[config.mk]
export PLATFORM = sky130hd
export DESIGN_NAME = mdu_seq_flat
export DESIGN_NICKNAME = d
export VERILOG_FILES = /design/src/rtl/mdu_seq_if.sv /design/src/rtl/mdu_seq.sv /design/src/flat_wrapper.sv
export SDC_FILE = /design/constraint.sdc
export NUM_CORES = 1
export LEC_CHECK = 0
export ABC_CLOCK_PERIOD_IN_PS = 6500
export CORE_UTILIZATION = 30
export DETAILED_ROUTE_END_ITERATION = 6
export GPL_TIMING_DRIVEN = 0
export SYNTH_ARGS = -nofsm -noshare
export SYNTH_HDL_FRONTEND = slang
export SYNTH_SLANG_ARGS = --single-unit
[constraint.sdc]
create_clock -name clk -period 6.5 [get_ports clk]
set_input_delay 0.65 -clock clk [delete_from_list [all_inputs] [get_ports clk]]
set_output_delay 0.65 -clock clk [all_outputs]
set_load 0.03 [all_outputs]
[src/rtl/mdu_seq_if.sv]
// Request/response bundle between the execute stage and the mdu_seq sequencer.
// The master side issues operations and watches the handshake; the slave side is the sequencer.
interface mdu_seq_if #(
    parameter int DWIDTH = 32
);
    logic              start_i;
    logic [2:0]        funct3_i;
    logic [DWIDTH-1:0] rs1_i;
    logic [DWIDTH-1:0] rs2_i;
    logic              flush_i;
    logic              ready_o;
    logic              busy_o;
    logic              done_o;
    logic [DWIDTH-1:0] res_o;

    modport master (
        output start_i, funct3_i, rs1_i, rs2_i, flush_i,
        input  ready_o, busy_o, done_o, res_o
    );

    modport slave (
        input  start_i, funct3_i, rs1_i, rs2_i, flush_i,
        output ready_o, busy_o, done_o, res_o
    );
endinterface

[src/rtl/mdu_seq.sv]
// Iterative RV32M multiply/divide unit: shift-add multiply and restoring divide
// sharing one DWIDTH+1 bit adder, one iteration per clock.
module mdu_seq #(
    parameter int DWIDTH = 32
) (
    input  logic       clk,
    input  logic       rst_n,
    mdu_seq_if.slave   bus
);
    localparam int CW = (DWIDTH > 1) ? $clog2(DWIDTH) : 1;
    localparam logic [DWIDTH-1:0] MIN_NEG = {1'b1, {(DWIDTH-1){1'b0}}};

    typedef enum logic [2:0] {S_IDLE, S_PREP, S_CALC, S_FIX, S_DONE} state_t;

    state_t              state_q, state_d;
    logic [2:0]          op_q;
    logic [DWIDTH-1:0]   op1_q;   // multiplicand / dividend
    logic [DWIDTH-1:0]   op2_q;   // multiplier / divisor
    logic [2*DWIDTH-1:0] acc_q;   // product, or {remainder, quotient}
    logic [DWIDTH-1:0]   res_q;
    logic                sign_a_q, sign_b_q;
    logic [CW-1:0]       cnt_q;

    // Request decode, only meaningful in IDLE
    logic              accept, in_div, div_zero, div_ovf, special;
    logic [DWIDTH-1:0] special_res;

    assign accept   = (state_q == S_IDLE) && bus.start_i && !bus.flush_i;
    assign in_div   = bus.funct3_i[2];
    assign div_zero = in_div && (bus.rs2_i == '0);
    assign div_ovf  = in_div && !bus.funct3_i[0] && (bus.rs1_i == MIN_NEG) && (bus.rs2_i == '1);
    assign special  = div_zero || div_ovf;

    always_comb begin
        special_res = '0;
        if (div_zero)
            special_res = bus.funct3_i[1] ? bus.rs1_i : '1;
        else if (!bus.funct3_i[1])
            special_res = MIN_NEG;
    end

    // Operand signedness for the latched operation
    logic is_div, a_signed, b_signed, neg_a, neg_b;

    assign is_div   = op_q[2];
    assign a_signed = (op_q == 3'b001) || (op_q == 3'b010) || (op_q == 3'b100) || (op_q == 3'b110);
    assign b_signed = (op_q == 3'b001) || (op_q == 3'b100) || (op_q == 3'b110);
    assign neg_a    = a_signed && op1_q[DWIDTH-1];
    assign neg_b    = b_signed && op2_q[DWIDTH-1];

    // Shared adder: add multiplicand into the product high half, or trial-subtract the divisor
    logic [DWIDTH-1:0] acc_hi, acc_lo;
    logic [DWIDTH:0]   add_a, add_b, sum, mul_hi;
    logic [DWIDTH-1:0] rem_next;

    assign acc_hi   = acc_q[2*DWIDTH-1:DWIDTH];
    assign acc_lo   = acc_q[DWIDTH-1:0];
    assign add_a    = is_div ? {acc_hi, op1_q[DWIDTH-1]} : {1'b0, acc_hi};
    assign add_b    = is_div ? ~{1'b0, op2_q} : {1'b0, op1_q};
    assign sum      = add_a + add_b + (DWIDTH+1)'(is_div);
    assign mul_hi   = op2_q[0] ? sum : {1'b0, acc_hi};
    assign rem_next = sum[DWIDTH] ? {acc_hi[DWIDTH-2:0], op1_q[DWIDTH-1]} : sum[DWIDTH-1:0];

    // Sign correction and result selection
    logic [2*DWIDTH-1:0] prod_fix;
    logic [DWIDTH-1:0]   quot_fix, rem_fix, fix_res;

    assign prod_fix = (sign_a_q ^ sign_b_q) ? -acc_q : acc_q;
    assign quot_fix = (sign_a_q ^ sign_b_q) ? -acc_lo : acc_lo;
    assign rem_fix  = sign_a_q ? -acc_hi : acc_hi;

    // NOTE: every always_comb output gets a default first so no path leaves it unassigned (no latch).
    always_comb begin
        fix_res = rem_fix;
        case (op_q)
            3'b000:                 fix_res = prod_fix[DWIDTH-1:0];
            3'b001, 3'b010, 3'b011: fix_res = prod_fix[2*DWIDTH-1:DWIDTH];
            3'b100, 3'b101:         fix_res = quot_fix;
            default:                fix_res = rem_fix;
        endcase
    end

    always_comb begin
        state_d = state_q;
        if (bus.flush_i) begin
            state_d = S_IDLE;
        end else begin
            case (state_q)
                S_IDLE:  if (bus.start_i) state_d = special ? S_DONE : S_PREP;
                S_PREP:  state_d = S_CALC;
                S_CALC:  if (cnt_q == CW'(DWIDTH-1)) state_d = S_FIX;
                S_FIX:   state_d = S_DONE;
                S_DONE:  state_d = S_IDLE;
                default: state_d = S_IDLE;
            endcase
        end
    end

    // NOTE: sequential state uses non-blocking assignments so every register samples pre-edge values.
    always_ff @(posedge clk or negedge rst_n) begin
        if (!rst_n)
            state_q <= S_IDLE;
        else
            state_q <= state_d;
    end

    // Internal registers may change under a flush; only res_o must be protected, and FIX still writes it.
    always_ff @(posedge clk or negedge rst_n) begin
        if (!rst_n) begin
            op_q     <= '0;
            op1_q    <= '0;
            op2_q    <= '0;
            acc_q    <= '0;
            res_q    <= '0;
            sign_a_q <= 1'b0;
            sign_b_q <= 1'b0;
            cnt_q    <= '0;
        end else begin
            case (state_q)
                S_IDLE: begin
                    if (accept) begin
                        op_q  <= bus.funct3_i;
                        op1_q <= bus.rs1_i;
                        op2_q <= bus.rs2_i;
                        if (special)
                            res_q <= special_res;
                    end
                end
                S_PREP: begin
                    sign_a_q <= neg_a;
                    sign_b_q <= neg_b;
                    op1_q    <= neg_a ? -op1_q : op1_q;
                    op2_q    <= neg_b ? -op2_q : op2_q;
                    acc_q    <= '0;
                    cnt_q    <= '0;
                end
                S_CALC: begin
                    if (is_div) begin
                        acc_q <= {rem_next, acc_lo[DWIDTH-2:0], ~sum[DWIDTH]};
                        op1_q <= op1_q << 1;
                    end else begin
                        acc_q <= {mul_hi, acc_lo[DWIDTH-1:1]};
                        op2_q <= op2_q >> 1;
                    end
                    cnt_q <= cnt_q + 1'b1;
                end
                S_FIX:   res_q <= fix_res;
                default: ;
            endcase
        end
    end

    assign bus.ready_o = (state_q == S_IDLE);
    assign bus.busy_o  = (state_q != S_IDLE);
    assign bus.done_o  = (state_q == S_DONE);
    assign bus.res_o   = res_q;
endmodule

[src/flat_wrapper.sv]
// flat-port wrapper written by rule: the top's interface ports become plain ports
module mdu_seq_flat 
#(
    parameter int DWIDTH = 32
)
  (clk, rst_n, bus_start_i, bus_funct3_i, bus_rs1_i, bus_rs2_i, bus_flush_i, bus_ready_o, bus_busy_o, bus_done_o, bus_res_o);
  mdu_seq_if #(.DWIDTH(DWIDTH)) bus_i ();
  input  logic clk;
  input  logic rst_n;
  input wire logic [$bits(bus_i.start_i)-1:0] bus_start_i;
  input wire logic [$bits(bus_i.funct3_i)-1:0] bus_funct3_i;
  input wire logic [$bits(bus_i.rs1_i)-1:0] bus_rs1_i;
  input wire logic [$bits(bus_i.rs2_i)-1:0] bus_rs2_i;
  input wire logic [$bits(bus_i.flush_i)-1:0] bus_flush_i;
  output wire logic [$bits(bus_i.ready_o)-1:0] bus_ready_o;
  output wire logic [$bits(bus_i.busy_o)-1:0] bus_busy_o;
  output wire logic [$bits(bus_i.done_o)-1:0] bus_done_o;
  output wire logic [$bits(bus_i.res_o)-1:0] bus_res_o;
  assign bus_i.start_i = bus_start_i;
  assign bus_i.funct3_i = bus_funct3_i;
  assign bus_i.rs1_i = bus_rs1_i;
  assign bus_i.rs2_i = bus_rs2_i;
  assign bus_i.flush_i = bus_flush_i;
  assign bus_ready_o = bus_i.ready_o;
  assign bus_busy_o = bus_i.busy_o;
  assign bus_done_o = bus_i.done_o;
  assign bus_res_o = bus_i.res_o;
  mdu_seq #(.DWIDTH(DWIDTH)) u_core (.clk(clk), .rst_n(rst_n), .bus(bus_i));
endmodule
==> results by group <==
Pwr
  • P_leak: 7.00 nW
  • Peak VDD IR: 0.000240 V
  • PD cells: 572 mW/mm²

GRT
  • Total grt overflow: 0
  • Vias in the first global route: 16200
  • Initial antenna violation count: 1
  • Gr usage total: 0.284
  • First-pass GRT wire length: 110000 µm
  • Pin count of the biggest net entering global routing: ~110

Yosys
  • Post-synth net total: roughly 2100
  • Share of async-settable or async-resettable flops after synthesis: 1.00
  • Seq/Total Area, Yosys: 0.283
  • Post-synth cell types: 76
  • Ys Warns: 0
  • Top cell type's share of synthesized area: 0.283
  • Mapped Cells: 1996
  • Avg Inst Size Synth: between 7 and 8 µm²
  • Synth Register Bits: 173
  • Post-synth EDFFs: 0
  • Post-Syn Area: about 0.015 mm²
  • Synth area leader: dfrtp_1
  • Top post-synthesis cells by area: dfrtp_1 (28%), o21ai_0 (8.3%), mux2i_1 (5.4%), nand2_1 (5.1%), a21oi_1 (4.7%)
  • Ys flop type: dfrtp_1

Final layout
  • Syn-to-layout area delta: 16.6%
  • Area occupied by multi-input gates: 0.0101 mm²
  • Register area: 0.00433 mm²
  • Final core area utilization: 0.355
  • Ant. Diodes: 0
  • Fin area: 0.0178 mm²
  • Share of layout cells above drive strength 1: 0.0455
  • Fillers: 5350
  • Nets: ~2200

Placement
  • RD Place Congestion: just over 1
  • Post-DP HPWL: around 60000 µm
  • Pre-CTS WS: -0.0819 ns
  • Dpl cell area: 0.0172 mm²
  • Port Buf Inserts: ~110

Floorplan
  • Height of the die: between 200 and 250 µm
  • Placement row count: 82
  • Initial Utilization: 0.304
  • Core Region: 0.0503 mm²
  • Die width: between 200 and 250 µm
  • IO Pins: 106
  • Die area: 0.0519 mm²

Setup path
  • Critical R2R Launch: u_core.op_q[2]
  • FF-to-FF path depth: 15
  • Reg-to-reg slack, setup: 0.47 ns
  • Kind of critical path: register to register
  • Worst path arrival time: 6.38 ns
  • CP Data Required Time: roughly 6.9 ns
  • R2R Path End: u_core.acc_q[44]
  • Critical path fanouts, max: 10
  • Nature of the critical path endpoint: register
  • Critical path launch point type: register

Drt
  • Via density per instance: 6.12
  • 1st-iter DRT viols: around 2400
  • Drt drc: 0
  • Average wire per standard cell: ~27 µm
  • Vias: 17200
  • First-pass DRT Iterations: 7
  • ANT nets after route: 0
  • Total Wirelength: ~75000 µm

Timing
  • Max-slew headroom: 0.314
  • Final setup fails: 0
  • Fin. max-slew vios: 0
  • Fin crit share: 0.928
  • Worst hold slack: a little under 0.08 ns
  • Clock skew: roughly 0.016 ns
  • RSZ-0062 raised after global routing: false
  • Worst-Margin Slew: a little over 1 ns
  • Final hold vios: 0
  • Min Tclk post-route: 6.03 ns
  • Final setup margin: 0.469 ns
  • Fmax: between 0.15 and 0.2 GHz
  • Total Neg Setup Slack: 0 ns

Clock network
  • CTS buffer count: 17
  • Clock Root Buffer: clkbuf_16
  • Longest Clk Path Bufs: 2
  • Hold_buf cts: 0
  • Clock slew at reported path FFs: 0.09 ns
  • H-Tree Depth: 4
  • Num Clock Sinks: 173
  • CTS tree: done
  • Clock Latency Late Sink: 0.51 ns

Job
  • Max-Cap Viols: 0

Worst hold path
  • Hold WC Path Type: primary input to asynchronous set/reset pin

Run status
  • Status: completed
==> synthesized netlist by cell type, drive strengths merged, types with 8 or more instances <==
master,instances
o31ai,8
nor3,73
a221oi,36
o41ai,10
o211ai,11
inv,42
mux2i,83
xnor2,57
o221ai,39
nor4,31
or3,33
nand2,206
nand4b,8
nor2b,13
a22oi,9
a21oi,144
nand4,18
o22ai,18
and3,17
a21o,16
a31oi,11
mux2,38
nand3,28
dfrtp,173
xor2,43
o21ai,255
a222oi,35
or4,20
clkbuf,158
ha,37
and2,11
nor2,183
buf,25
a211oi,18
nand2b,13
==> per-layer routing <==
layer	vias up	wire length, µm	GRT usage
li1	7680	-	-
met1	8348	30800	0.372
met2	963	32600	0.432
met3	181	6490	0.0525
met4	2	4790	0.173
met5	-	13	0
==> how the worst max path moves through the flow <==
stage	startpoint	endpoint	slack [ns]	cells after the start
2_1_floorplan	u_core.op_q[2]	u_core.acc_q[44]	1.67	16
3_3_place_gp	rst_n	u_core.acc_q[39]	-2.82	1
3_5_place_dp	u_core.op_q[2]	u_core.acc_q[41]	-0.08	16
4_1_cts	u_core.op_q[2]	u_core.acc_q[41]	0.09	16
5_1_grt	u_core.op_q[2]	u_core.acc_q[44]	0.22	15
6_report	u_core.op_q[2]	u_core.acc_q[44]	0.47	15
==> critical path, cell delays in order (launching register included) <==
cell      delay, ns
dfrtp_1        0.32
clkbuf_1       0.29
clkbuf_2       0.36
buf_1          0.65
mux2i_1        0.21
fa_1           0.48
fa_1           0.44
nand2b_1       0.21
a21o_1         0.19
o21ai_0        0.36
o21ai_0        0.40
or4b_2         0.76
nand3_1        0.36
buf_2          0.40
mux2i_1        0.26
o221ai_1       0.16
==> per-stage QoR <==
stage,total power (W),cells
finish,0.0102,2805
floorplan,0.00636,1996
global placement,0.00881,2773
CTS,0.0100,2806
detailed placement,0.00889,2774
global route,0.0108,2805
==> area by class of cell <==
| cell class | count | share of cell area |
|---|---|---|
| Multi-Input combinational cell | 1598 | 0.567 |
| Inverter | 42 | 0.00884 |
| Tap cell | 672 | 0.0471 |
| Timing Repair Buffer | 106 | 0.0607 |
| Buffer | 182 | 0.0392 |
| Clock inverter | 15 | 0.0108 |
| Clock buffer | 17 | 0.0238 |
| Sequential cell | 173 | 0.243 |
==> power by group <==
group          leakage (nW)  internal (W)  switching, W
clock network         0.293      0.000524      0.000584
registers              2.22       0.00146      0.000506
logic                  4.48       0.00235       0.00477
==> placed cells by master (no fill, tap or decap), drive strengths merged, types with 18 or more instances in the layout <==
master,netlist,layout
a221oi,36,36
clkdlybuf4s50,0,104
mux2,38,38
nand2,206,206
xnor2,57,57
inv,42,48
o221ai,39,39
mux2i,83,83
buf,25,27
o22ai,18,18
or4,20,20
nand3,28,28
nor4,31,31
nor2,183,183
nor3,73,73
xor2,43,43
o21ai,255,255
or3,33,33
a21oi,144,144
nand4,18,18
clkbuf,158,174
ha,37,37
a211oi,18,18
a222oi,35,35
dfrtp,173,173
==> registers in the layout, summed over array words and instances, names as in the netlist <==
register and count:
u_core.acc_q 64, u_core.bus.res_o 32, u_core.op1_q 32, u_core.op2_q 32
u_core.cnt_q 5, u_core.op_q 3, u_core.state_q 3, u_core.sign_a_q 1
u_core.sign_b_q 1
==> what timing repair did <==
action / 4_1_cts / 5_1_grt
gates cloned: 0 / 0
setup buffers: 0 / 0
resized for setup: 1 / 2
setup endpoints to repair: 18 / 30
==> cell families (layout without fill, tap and decap cells) <==
logic type | count (synthesis) | in the layout | share of synthesized area
compound gates | 661 | 661 | 0.274
xor+xnor | 100 | 100 | 0.0572
fa+ha+maj | 39 | 39 | 0.0329
buf+inv | 225 | 362 | 0.0561
flops | 173 | 173 | 0.283
mux | 121 | 121 | 0.0823
simple gates | 677 | 677 | 0.215
(Power assumes the default switching activity.)
